File: config.mk
export PLATFORM = sky130hd
export DESIGN_NAME = sequenciador_instrucoes
export DESIGN_NICKNAME = d
export VERILOG_FILES = /design/src/rtl/sequenciador_instrucoes.sv
export SDC_FILE = /design/constraint.sdc
export NUM_CORES = 1
export LEC_CHECK = 0
export ABC_AREA = 0
export BUFFER_PORTS_ARGS = -buffer_cell sky130_fd_sc_hd__buf_4
export CORE_ASPECT_RATIO = 1.25
export CORE_MARGIN = 3
export CORE_UTILIZATION = 53
export DETAILED_ROUTE_END_ITERATION = 7
export GPL_ROUTABILITY_DRIVEN = 1
export GPL_TIMING_DRIVEN = 0
export HOLD_SLACK_MARGIN = 0.08
export PLACE_DENSITY = 0.92
export SLEW_MARGIN = 5
export SYNTH_ARGS = -nofsm -noshare
export SYNTH_HDL_FRONTEND = slang
export SYNTH_SLANG_ARGS = --single-unit
File: constraint.sdc
create_clock -name clock -period 2.8 [get_ports clock]
set_input_delay 0.56 -clock clock [delete_from_list [all_inputs] [get_ports clock]]
set_output_delay 0.56 -clock clock [all_outputs]
set_load 0.1 [all_outputs]
File: src/rtl/sequenciador_instrucoes.sv
// rtl/sequenciador_instrucoes.sv - fetch/execute sequencer with tick divider
// Owns pc, ir and regA; drives the shared RAM port and hands ir to the ULA.
module sequenciador_instrucoes #(
  parameter int TICK_DIV = 10000000
) (
  input  logic       clock,
  input  logic       reset,
  input  logic       enable,
  output logic       rd,
  output logic       we,
  output logic [3:0] endMem,
  output logic [7:0] dataInMem,
  input  logic [7:0] dataOutMem,
  output logic [3:0] ulaOp,
  output logic [3:0] ulaOperando,
  input  logic [7:0] regSaidaULA,
  output logic [7:0] regA,
  output logic [3:0] pc,
  output logic [7:0] ir,
  output logic       halted,
  output logic [2:0] estado
);

  localparam int CW = (TICK_DIV > 1) ? $clog2(TICK_DIV) : 1;
  localparam logic [CW-1:0] CNT_MAX = CW'(TICK_DIV - 1);

  localparam logic [3:0] OP_NOP   = 4'h0;
  localparam logic [3:0] OP_STORE = 4'hC;
  localparam logic [3:0] OP_LOAD  = 4'hD;
  localparam logic [3:0] OP_JUMP  = 4'hE;
  localparam logic [3:0] OP_HALT  = 4'hF;

  typedef enum logic [2:0] {
    S_INIT       = 3'd0,
    S_FETCH      = 3'd1,
    S_FETCH_WAIT = 3'd2,
    S_EXEC       = 3'd3,
    S_LOAD_WAIT  = 3'd4,
    S_HALT       = 3'd5
  } state_t;

  state_t        state_q;
  logic [CW-1:0] cnt_q;
  logic [CW-1:0] cnt_d;
  logic [3:0]    pc_q;
  logic [7:0]    ir_q;
  logic [7:0]    rega_q;
  logic          tick;
  logic [3:0]    opcode;
  logic [3:0]    operand;
  logic          is_alu;

  assign opcode  = ir_q[7:4];
  assign operand = ir_q[3:0];
  assign is_alu  = (opcode != OP_NOP) && (opcode < OP_STORE);

  // A tick is only consumed on an edge where enable is still high.
  assign tick = enable && (cnt_q == CNT_MAX);

  always_comb begin
    cnt_d = cnt_q;
    if (enable) begin
      cnt_d = tick ? '0 : cnt_q + CW'(1);
    end
  end

  always_ff @(posedge clock or posedge reset) begin
    if (reset) begin
      state_q <= S_INIT;
      cnt_q   <= '0;
      pc_q    <= 4'h0;
      ir_q    <= 8'h00;
      rega_q  <= 8'h00;
    end else begin
      cnt_q <= cnt_d;
      if (tick) begin
        case (state_q)
          S_INIT:  state_q <= S_FETCH;
          S_FETCH: state_q <= S_FETCH_WAIT;
          S_FETCH_WAIT: begin
            ir_q    <= dataOutMem;
            pc_q    <= pc_q + 4'd1;
            state_q <= S_EXEC;
          end
          S_EXEC: begin
            if (is_alu) begin
              rega_q <= regSaidaULA;
            end
            if (opcode == OP_JUMP) begin
              pc_q <= operand;
            end
            if (opcode == OP_LOAD) begin
              state_q <= S_LOAD_WAIT;
            end else if (opcode == OP_HALT) begin
              state_q <= S_HALT;
            end else begin
              state_q <= S_FETCH;
            end
          end
          S_LOAD_WAIT: begin
            rega_q  <= dataOutMem;
            state_q <= S_FETCH;
          end
          S_HALT:  state_q <= S_HALT;
          default: state_q <= S_INIT;
        endcase
      end
    end
  end

  // Strobes decode straight from state so reset drops them without a clock edge.
  always_comb begin
    rd     = 1'b0;
    we     = 1'b0;
    endMem = 4'h0;
    case (state_q)
      S_FETCH: begin
        rd     = 1'b1;
        endMem = pc_q;
      end
      S_FETCH_WAIT: endMem = pc_q;
      S_EXEC: begin
        endMem = operand;
        rd     = (opcode == OP_LOAD);
        we     = (opcode == OP_STORE);
      end
      S_LOAD_WAIT: endMem = operand;
      default: ;
    endcase
  end

  assign dataInMem   = rega_q;
  assign ulaOp       = opcode;
  assign ulaOperando = operand;
  assign regA        = rega_q;
  assign pc          = pc_q;
  assign ir          = ir_q;
  assign halted      = (state_q == S_HALT);
  assign estado      = state_q;

endmodule
* Yosys cells after proc, flatten, opt, wreduce, memory -nomap -nowiden *
Cells that the tools add are included.

storage, ports and cells
  register bits = 47

cells by class
  add/subtract/negate cells = 2
  reductions and logical operators = 12
  equal/unequal tests = 12
  mux-type cells = 11
  magnitude comparators = 1

operator list
  operator                                            number
  adder 24 x 1 -> 24 bit (second input constant)      1
  == test 24 bit (second input constant)              1
  2-to-1 mux 24 bit                                   1
  == test 4 bit (second input constant)               4
  one-hot mux 4 bit (2 select lines)                  2
  one-hot mux 8 bit (2 select lines)                  1
  one-hot mux 3 bit (5 select lines)                  1
  2-to-1 mux 8 bit                                    1
  == test 3 x 2 -> 1 bit (second input constant)      2
  == test 3 bit (second input constant)               2
  2-to-1 mux 3 bit                                    2
  AND reduction 3 bit                                 2
  OR reduction 2 bit                                  3
  adder 4 x 1 -> 4 bit (second input constant)        1
  less-than comparator 4 bit (second input constant)  1
  2-to-1 mux 4 bit                                    1
  != test 2 bit (second input constant)               2
  nonzero test 2 bit                                  2
  nonzero test 4 bit                                  1
  == test 3 x 1 -> 1 bit (second input constant)      1
  logical NOT 3 bit                                   1
  logical AND 1 bit                                   2
  one-hot mux 1 bit (2 select lines)                  1
  AND reduction 2 bit                                 1
  2-to-1 mux 1 bit                                    1

* Depth between registers and ports, before layout *
Gate-level depths: netlist of run 1.

  depth in word-level cells = 4
  depth in mapped cells = 7
  mapped depth without buffers = 6

* Worst setup path after synthesis of run 1 *
No wires, ideal clock.

  path type = reg2out
  start point = register state_q[1], in the netlist estado[1]
  end point = output we
  data required time = 2.240 ns
  cell stages (with the launch flop) = 4
  setup slack = -2.109 ns
  path buffers = 1
  arrival = 4.349 ns
  path through = dfrtp_1 > clkbuf_1 > nand3b_1 > nor4_1

on the way
  cells in the longest elaborated chain, start to end = 2

RTL lines
  what                    line  source
  start, declared         42    state_t state_q;
  start signal, assigned  69    state_q <= S_INIT;
  start signal, assigned  78    S_INIT: state_q <= S_FETCH;
  start signal, assigned  79    S_FETCH: state_q <= S_FETCH_WAIT;
  == test 3 x 2 -> 1 bit  116   case (state_q)
  2-to-1 mux 1 bit        116
  end, declared           10    output logic we,

Every way passes these cells.

* Final worst setup path of run 1 *
  start point = register state_q[1], in the netlist estado[1]
  end point = output endMem[0]

on the way
  cells in the longest elaborated chain, start to end = 3

RTL lines
  what                                         line  source
  == test 3 bit, or another cell as far along  116
  OR reduction 2 bit (no source line)          --
  one-hot mux 4 bit (2 select lines) *         116
  end, declared                                11    output logic [3:0] endMem,

Mark *: on every way between the ends. The rest lies on a longest branch, timed or not.

==> results of run 1 <==
kinds of logic after synthesis:
| family | after synthesis |
|---|---|
| simple gates | 92 |
| flops | 47 |
| mux | 31 |
| buf+inv | 26 |
| compound gates | 23 |
| xor+xnor | 17 |
| fa+ha+maj | 2 |
cells in the final DEF (no fill, tap or decap), types with 2 or more instances in the layout:
| master | instances |
|---|---|
| and3_1 | 6 |
| mux2_2 | 29 |
| nor3_4 | 2 |
| nor3b_1 | 2 |
| clkinv_2 | 2 |
| inv_1 | 3 |
| nor4_1 | 4 |
| dfrtp_1 | 46 |
| nand2_1 | 21 |
| a22o_4 | 3 |
| a21oi_1 | 4 |
| nand3_1 | 9 |
| buf_4 | 82 |
| buf_12 | 2 |
| nand4_1 | 6 |
| xor2_1 | 8 |
| nor2_1 | 18 |
| clkbuf_1 | 2 |
| and4_1 | 2 |
| nor3_1 | 4 |
| o21ai_0 | 7 |
| nand2b_1 | 4 |
| buf_6 | 5 |
| xnor2_1 | 9 |
| mux2i_1 | 2 |
| a31oi_1 | 2 |
| clkbuf_8 | 5 |
| ha_1 | 2 |
final cells by class:
| type | instances | area, sq um | area share (%) |
|---|---|---|---|
| Multi-Input combinational cell | 165 | 1250 | 37.7 |
| Sequential cell | 47 | 1180 | 35.4 |
| Inverter | 4 | 15.0 | 0.452 |
| Timing Repair Buffer | 70 | 562 | 16.9 |
| Clock inverter | 3 | 18.8 | 0.565 |
| Buffer | 21 | 158 | 4.74 |
| Tap cell | 58 | 72.6 | 2.18 |
| Clock buffer | 5 | 68.8 | 2.07 |
layer usage:
layer / wire length [um] / up-vias
met4: 162 / 0
met3: 412 / 18
met1: 2290 / 1037
met2: 3270 / 78
li1: - / 986
met5: 0 / -
power by group:
part / internal (mW) / switching (mW) / leakage, nW
Combinational: 0.0688 / 0.0596 / 0.997
Clock: 0.176 / 0.245 / 0.0483
Sequential: 0.720 / 0.0523 / 0.635
Total: 0.965 / 0.356 / 1.68
per-stage QoR:
step | setup TNS, ps | instances | utilization [%] | power, mW | cell area, sq um
detailed placement | 0 | 361 | 70.5 | 0.916 | 3170
finish | 0 | 373 | 74.0 | 1.32 | 3320
global placement | 0 | 360 | 70.1 | 0.904 | 3150
CTS | 0 | 368 | 72.5 | 1.33 | 3260
floorplan | -300 | 238 | - | 0.866 | 2590
global route | -16.0 | 373 | 74.0 | 1.39 | 3320
worst paths after layout:
kind	depth (start not counted)	to	startpoint	slack (ps)
setup / recovery	6	endMem[0]	estado[1]$_DFFE_PP0P_	120
hold / removal	2	cnt_q[1]$_DFFE_PP0P_	reset	190
setup reg to reg	8	ir[0]$_DFFE_PP0P_	cnt_q[0]$_DFFE_PP0P_	160
hold reg to reg	1	cnt_q[13]$_DFFE_PP0P_	cnt_q[13]$_DFFE_PP0P_	490
max in group asynchronous	3	estado[2]$_DFFE_PP0P_	reset	2140
min in group clock	2	ir[5]$_DFFE_PP0P_	dataOutMem[5]	490
sequential cells by signal (all words and copies together) (netlist names):
signal and count:
cnt_q 24, dataInMem 8, estado 3, ir 8
pc 4
repair_timing:
item | 4_1_cts | 5_1_grt
pin swaps | 0 | 3
endpoints found under the setup margin | 4 | 12
resized for setup | 2 | 6
setup buffers | 0 | 5
==> results.yml, run 1 <==
logic_synthesis:
  synthXorXnorAreaFrac_pct: 5.89
  seq_area_frac_synth_pct: 46.5
  async_flop_share_pct: 100
  ys_ff_latch: 47
  synth.area.top_cells: "dfrtp_1 46%, mux2_2 13%, buf_4 4.7%"
  synthSimpleGateAreaFrac_pct: 20.4
  synth_fa_ha_area_share_pct: 0.989
  syn-instance-count: 238
  yosysMostFrequentCell: "dfrtp_1"
  synth_top_family_by_area: "simple AND/OR/NAND/NOR gates"
  syn_area_per_cell_sq_um: 10.6
  syn_nets: 259
  syn_area_sq_um: 2530
  synth_top_area_cell: "dfrtp_1"
  synth_top_area_share_pct: 46.5
  synthMuxAreaShare_pct: 13.7
  synth-edff-count: 0
  synth-compound-area-share_pct: 5.69
  yosys-top-cells-count: "47 x dfrtp_1, 29 x mux2_2, 21 x nand2_1"
  yosys_warnings: 0
  synth-main-ff-cell: "dfrtp_1"
  synth_cell_types: 42
pwr:
  irDropWorstVdd_v: 0.000288
  powerDensity_nw_per_um2: 397
  leakagePower_nw: 1.68
timing:
  finalHoldViolCount: 0
  skew_ps: 7.86
  fin_crit_ps: 2680
  drv_slew: 0
  fmax_mhz: 373
  fin_crit_sh_pct: 95.7
  finalSetupViolCount: 0
  tightest_slew_ps: 785
  timing.final.ws_setup_ps: 120
  fin_hold_ws_ps: 188
  relSlewSlack_pct: 47.3
hold_path:
  hp-class: "in2async"
floorplanning:
  initial_core_util_pct: 56.3
  die_h_um: 83.2
  io_pins: 65
  rows: 27
  die_x_um: 67.8
  core_area_sq_um: 4490
  dieArea_sq_um: 5640
clocking:
  htreeDepth: 2
  path_clk_slew_ps: 90
  cts_buffers: 5
  cts_buffer_depth: 2
  cts_hold_buffers: 0
  clkLatencyLatePin_ps: 310
  cts-root-buf: "clkbuf_8"
  cts_tree: "yes"
  numClockSinks: 47
critical_path:
  crit_chain: "clkbuf_1 > nor3b_2 > buf_4 > nand2b_1 > a22o_4 > buf_6"
  cp_slowest_stage_delay_ps: 400
  crit_path_end_kind: "output port"
  cp-start-kind: "flop"
  path_class: "reg2out"
  critPathRequiredTime_ps: 2240
  slowest_stage: "dfrtp_1"
  path_max_fanout: 10
  timing.critical_path.buf_inv: 3
  critPathTopFamily: "buffers and inverters"
  cp.arrival_ps: 2120
grt:
  grt_pass1_wl_um: 9920
  met1_usage_pct: 26.2
  grt_max_degree: 36
  antenna_found_initial: 0
  grt_use_total_pct: 22.7
  grt_pass1_vias: 2163
  globalRoute.totalOverflow: 0
  busiest_layer: "met2"
  met2_usage_pct: 38.6
  use_met3_pct: 6.09
route:
  wl_per_cell_um: 16.5
  drt_first_pass_iters: 4
  ant_nets: 0
  dr_total_vias: 2119
  drtIter0Drc: 72
  viasPerCell: 5.68
  remaining_drc_errors: 0
  wl_um: 6140
placement:
  routabilityCongestion: 0.778
  dp_hpwl_um: 4250
  post-place-ws_ps: 55.1
  port_buffers: 64
final_layout:
  nFillCells: 290
  fin_nets: 335
  syn_to_final_growth_pct: 31.4
  antenna_cells: 0
  drive_gt1_share_pct: 44.8
flow_run:
  maxCapViolations: 0
status:
  status: "completed"
(Power assumes the default switching activity.)
==> run 2, diff against run 1 <==
Settings changed: CORE_UTILIZATION 53 to 35, PLACE_DENSITY 0.92 to 0.69.
==> run 2 against run 1 <==
Clock skew is essentially flat. Die area grew 47%. Sequential cell count is the same. Cell area grew 0.56%. Largest power group unchanged. Power grew 6.5%. Critical path depth shrank 1. Register-to-register slack is essentially flat. Clock-buffer cell count is the same. Worst hold slack gained 3.1 ps. Clock power grew 21%. Core utilization shrank 26 points. Routed wire length shrank 10%.
==> results.yml, run 2 (synthesized netlist as in run 1, its figures left out) <==
status:
  status: "completed"
placement:
  port_buffers: 64
  routabilityCongestion: 0.793
  dp_hpwl_um: 4270
  post-place-ws_ps: -1.79
timing:
  grt_setup_unrepaired: "true"
  fmax_mhz: 375
  tightest_slew_ps: 851
  fin_crit_ps: 2660
  timing.final.ws_setup_ps: 135
  tns_ps: 0
  finalSetupViolCount: 0
  finalHoldViolCount: 0
  relSlewSlack_pct: 42.7
  skew_ps: 7.64
  fin_hold_ws_ps: 191
  fin_crit_sh_pct: 95.2
  drv_slew: 0
final_layout:
  syn_to_final_growth_pct: 32.1
  final_cell_mix: "81 x buf_4, 46 x dfrtp_1, 29 x mux2_2"
  multi_input_area_sq_um: 1250
  largest_register: "cnt_q"
  antenna_cells: 0
  largest_reg_flops: 24
  final_common_cell: "buf_4"
  regArea_sq_um: 1180
  nFillCells: 666
  drive_gt1_share_pct: 43.7
  fin_nets: 331
floorplanning:
  die_x_um: 82.0
  die_h_um: 101
  core_area_sq_um: 6980
  dieArea_sq_um: 8290
  initial_core_util_pct: 36.3
  io_pins: 65
  rows: 34
clocking:
  numClockSinks: 47
  cts_buffers: 5
  cts_tree: "yes"
  cts_hold_buffers: 0
  htreeDepth: 2
  cts-root-buf: "clkbuf_8"
  clkLatencyLatePin_ps: 300
  path_clk_slew_ps: 100
  cts_buffer_depth: 2
flow_run:
  maxCapViolations: 0
grt:
  grt_pass1_wl_um: 9280
  globalRoute.totalOverflow: 0
  grt_use_total_pct: 14.3
  grt_pass1_vias: 1988
  grt_max_degree: 36
  antenna_found_initial: 0
pwr:
  irDropWorstVdd_v: 0.000257
  leakagePower_nw: 1.67
  total_power_mw: 1.41
  powerDensity_nw_per_um2: 421
critical_path:
  critPathRequiredTime_ps: 2240
  regToRegStartpoint: "cnt_q[0]$_DFFE_PP0P_"
  path_max_fanout: 10
  crit_path_end_kind: "output port"
  cp-start-kind: "flop"
  startpoint: "estado[1]$_DFFE_PP0P_"
  cp.arrival_ps: 2100
  path_class: "reg2out"
  slowest_stage: "nand3b_1"
  crit_chain: "clkbuf_1 > nand3b_1 > nand2b_1 > a22o_4 > buf_4"
  cp_slowest_stage_delay_ps: 410
route:
  ant_nets: 0
  wl_um: 5510
  drtIter0Drc: 86
  remaining_drc_errors: 0
  dr_total_vias: 1989
  wl_per_cell_um: 13.7
  viasPerCell: 4.96
  drt_first_pass_iters: 4
hold_path:
  hp-class: "in2async"
-- run 2: cell types whose count changed in the layout (fill, tap and decap cells not counted) --
cell and change:
nor3b_1 +1, inv_6 -1, clkinv_4 +1, clkinv_2 -1, buf_6 -3, nor3b_2 -1, buf_4 -1, bufinv_16 +1
-- run 2: path summary, 6_finish.rpt --
path	end	slack, ps	cells past startpoint
min in group clock	cnt_q[23]$_DFFE_PP0P_	480	1
setup reg to reg	dataInMem[1]$_DFFE_PP0P_	160	6
setup / recovery	endMem[1]	140	5
hold reg to reg	cnt_q[23]$_DFFE_PP0P_	480	1
max in group asynchronous	cnt_q[14]$_DFFE_PP0P_	2120	3
hold / removal	cnt_q[1]$_DFFE_PP0P_	190	2
-- run 2: area by class of cell --
type                       instances  area share (%)
clock buffer                       5            2.06
clock inverter                     3            1.31
inverter                           4           0.449
sequential                        47            35.2
tap                               90            3.37
buffer                            21            4.72
multi-input combinational        165            37.3
timing repair buffer              66            15.6
-- run 2: where the power goes --
group / leakage [nW] / total (mW) / switching (mW) / internal, mW
clock: 0.0581 / 0.508 / 0.242 / 0.266
sequential: 0.635 / 0.771 / 0.0514 / 0.720
combinational: 0.973 / 0.128 / 0.0592 / 0.0688
-- run 2: timing repair --
action	in CTS	in global routing
resized for setup	1	4
buffers inserted	0	1
pin swaps	0	1
endpoints found under the setup margin	4	12
-- run 2: metrics by stage --
step                instance area, sq um  instances  utilization, %
floorplan                           2590        238               -
global placement                    3190        392            45.7
detailed placement                  3210        393            46.0
CTS                                 3320        400            47.6
global route                        3340        401            47.9
finish                              3340        401            47.9
-- run 2: routing by layer --
metal	GRT usage [%]	part of all wire (%)
met1	16.5	41
met2	24.8	50
met3	4.65	7.0
met4	4.73	1.5
met5	0	0
-- run 2: critical path: cells and delay by family (launching register included) --
family / cells / cell delay (ps)
and+or+nand+nor: 2 / 720
buffers and inverters: 2 / 580
DFF: 1 / 370
AOI/OAI and AO/OA: 1 / 140
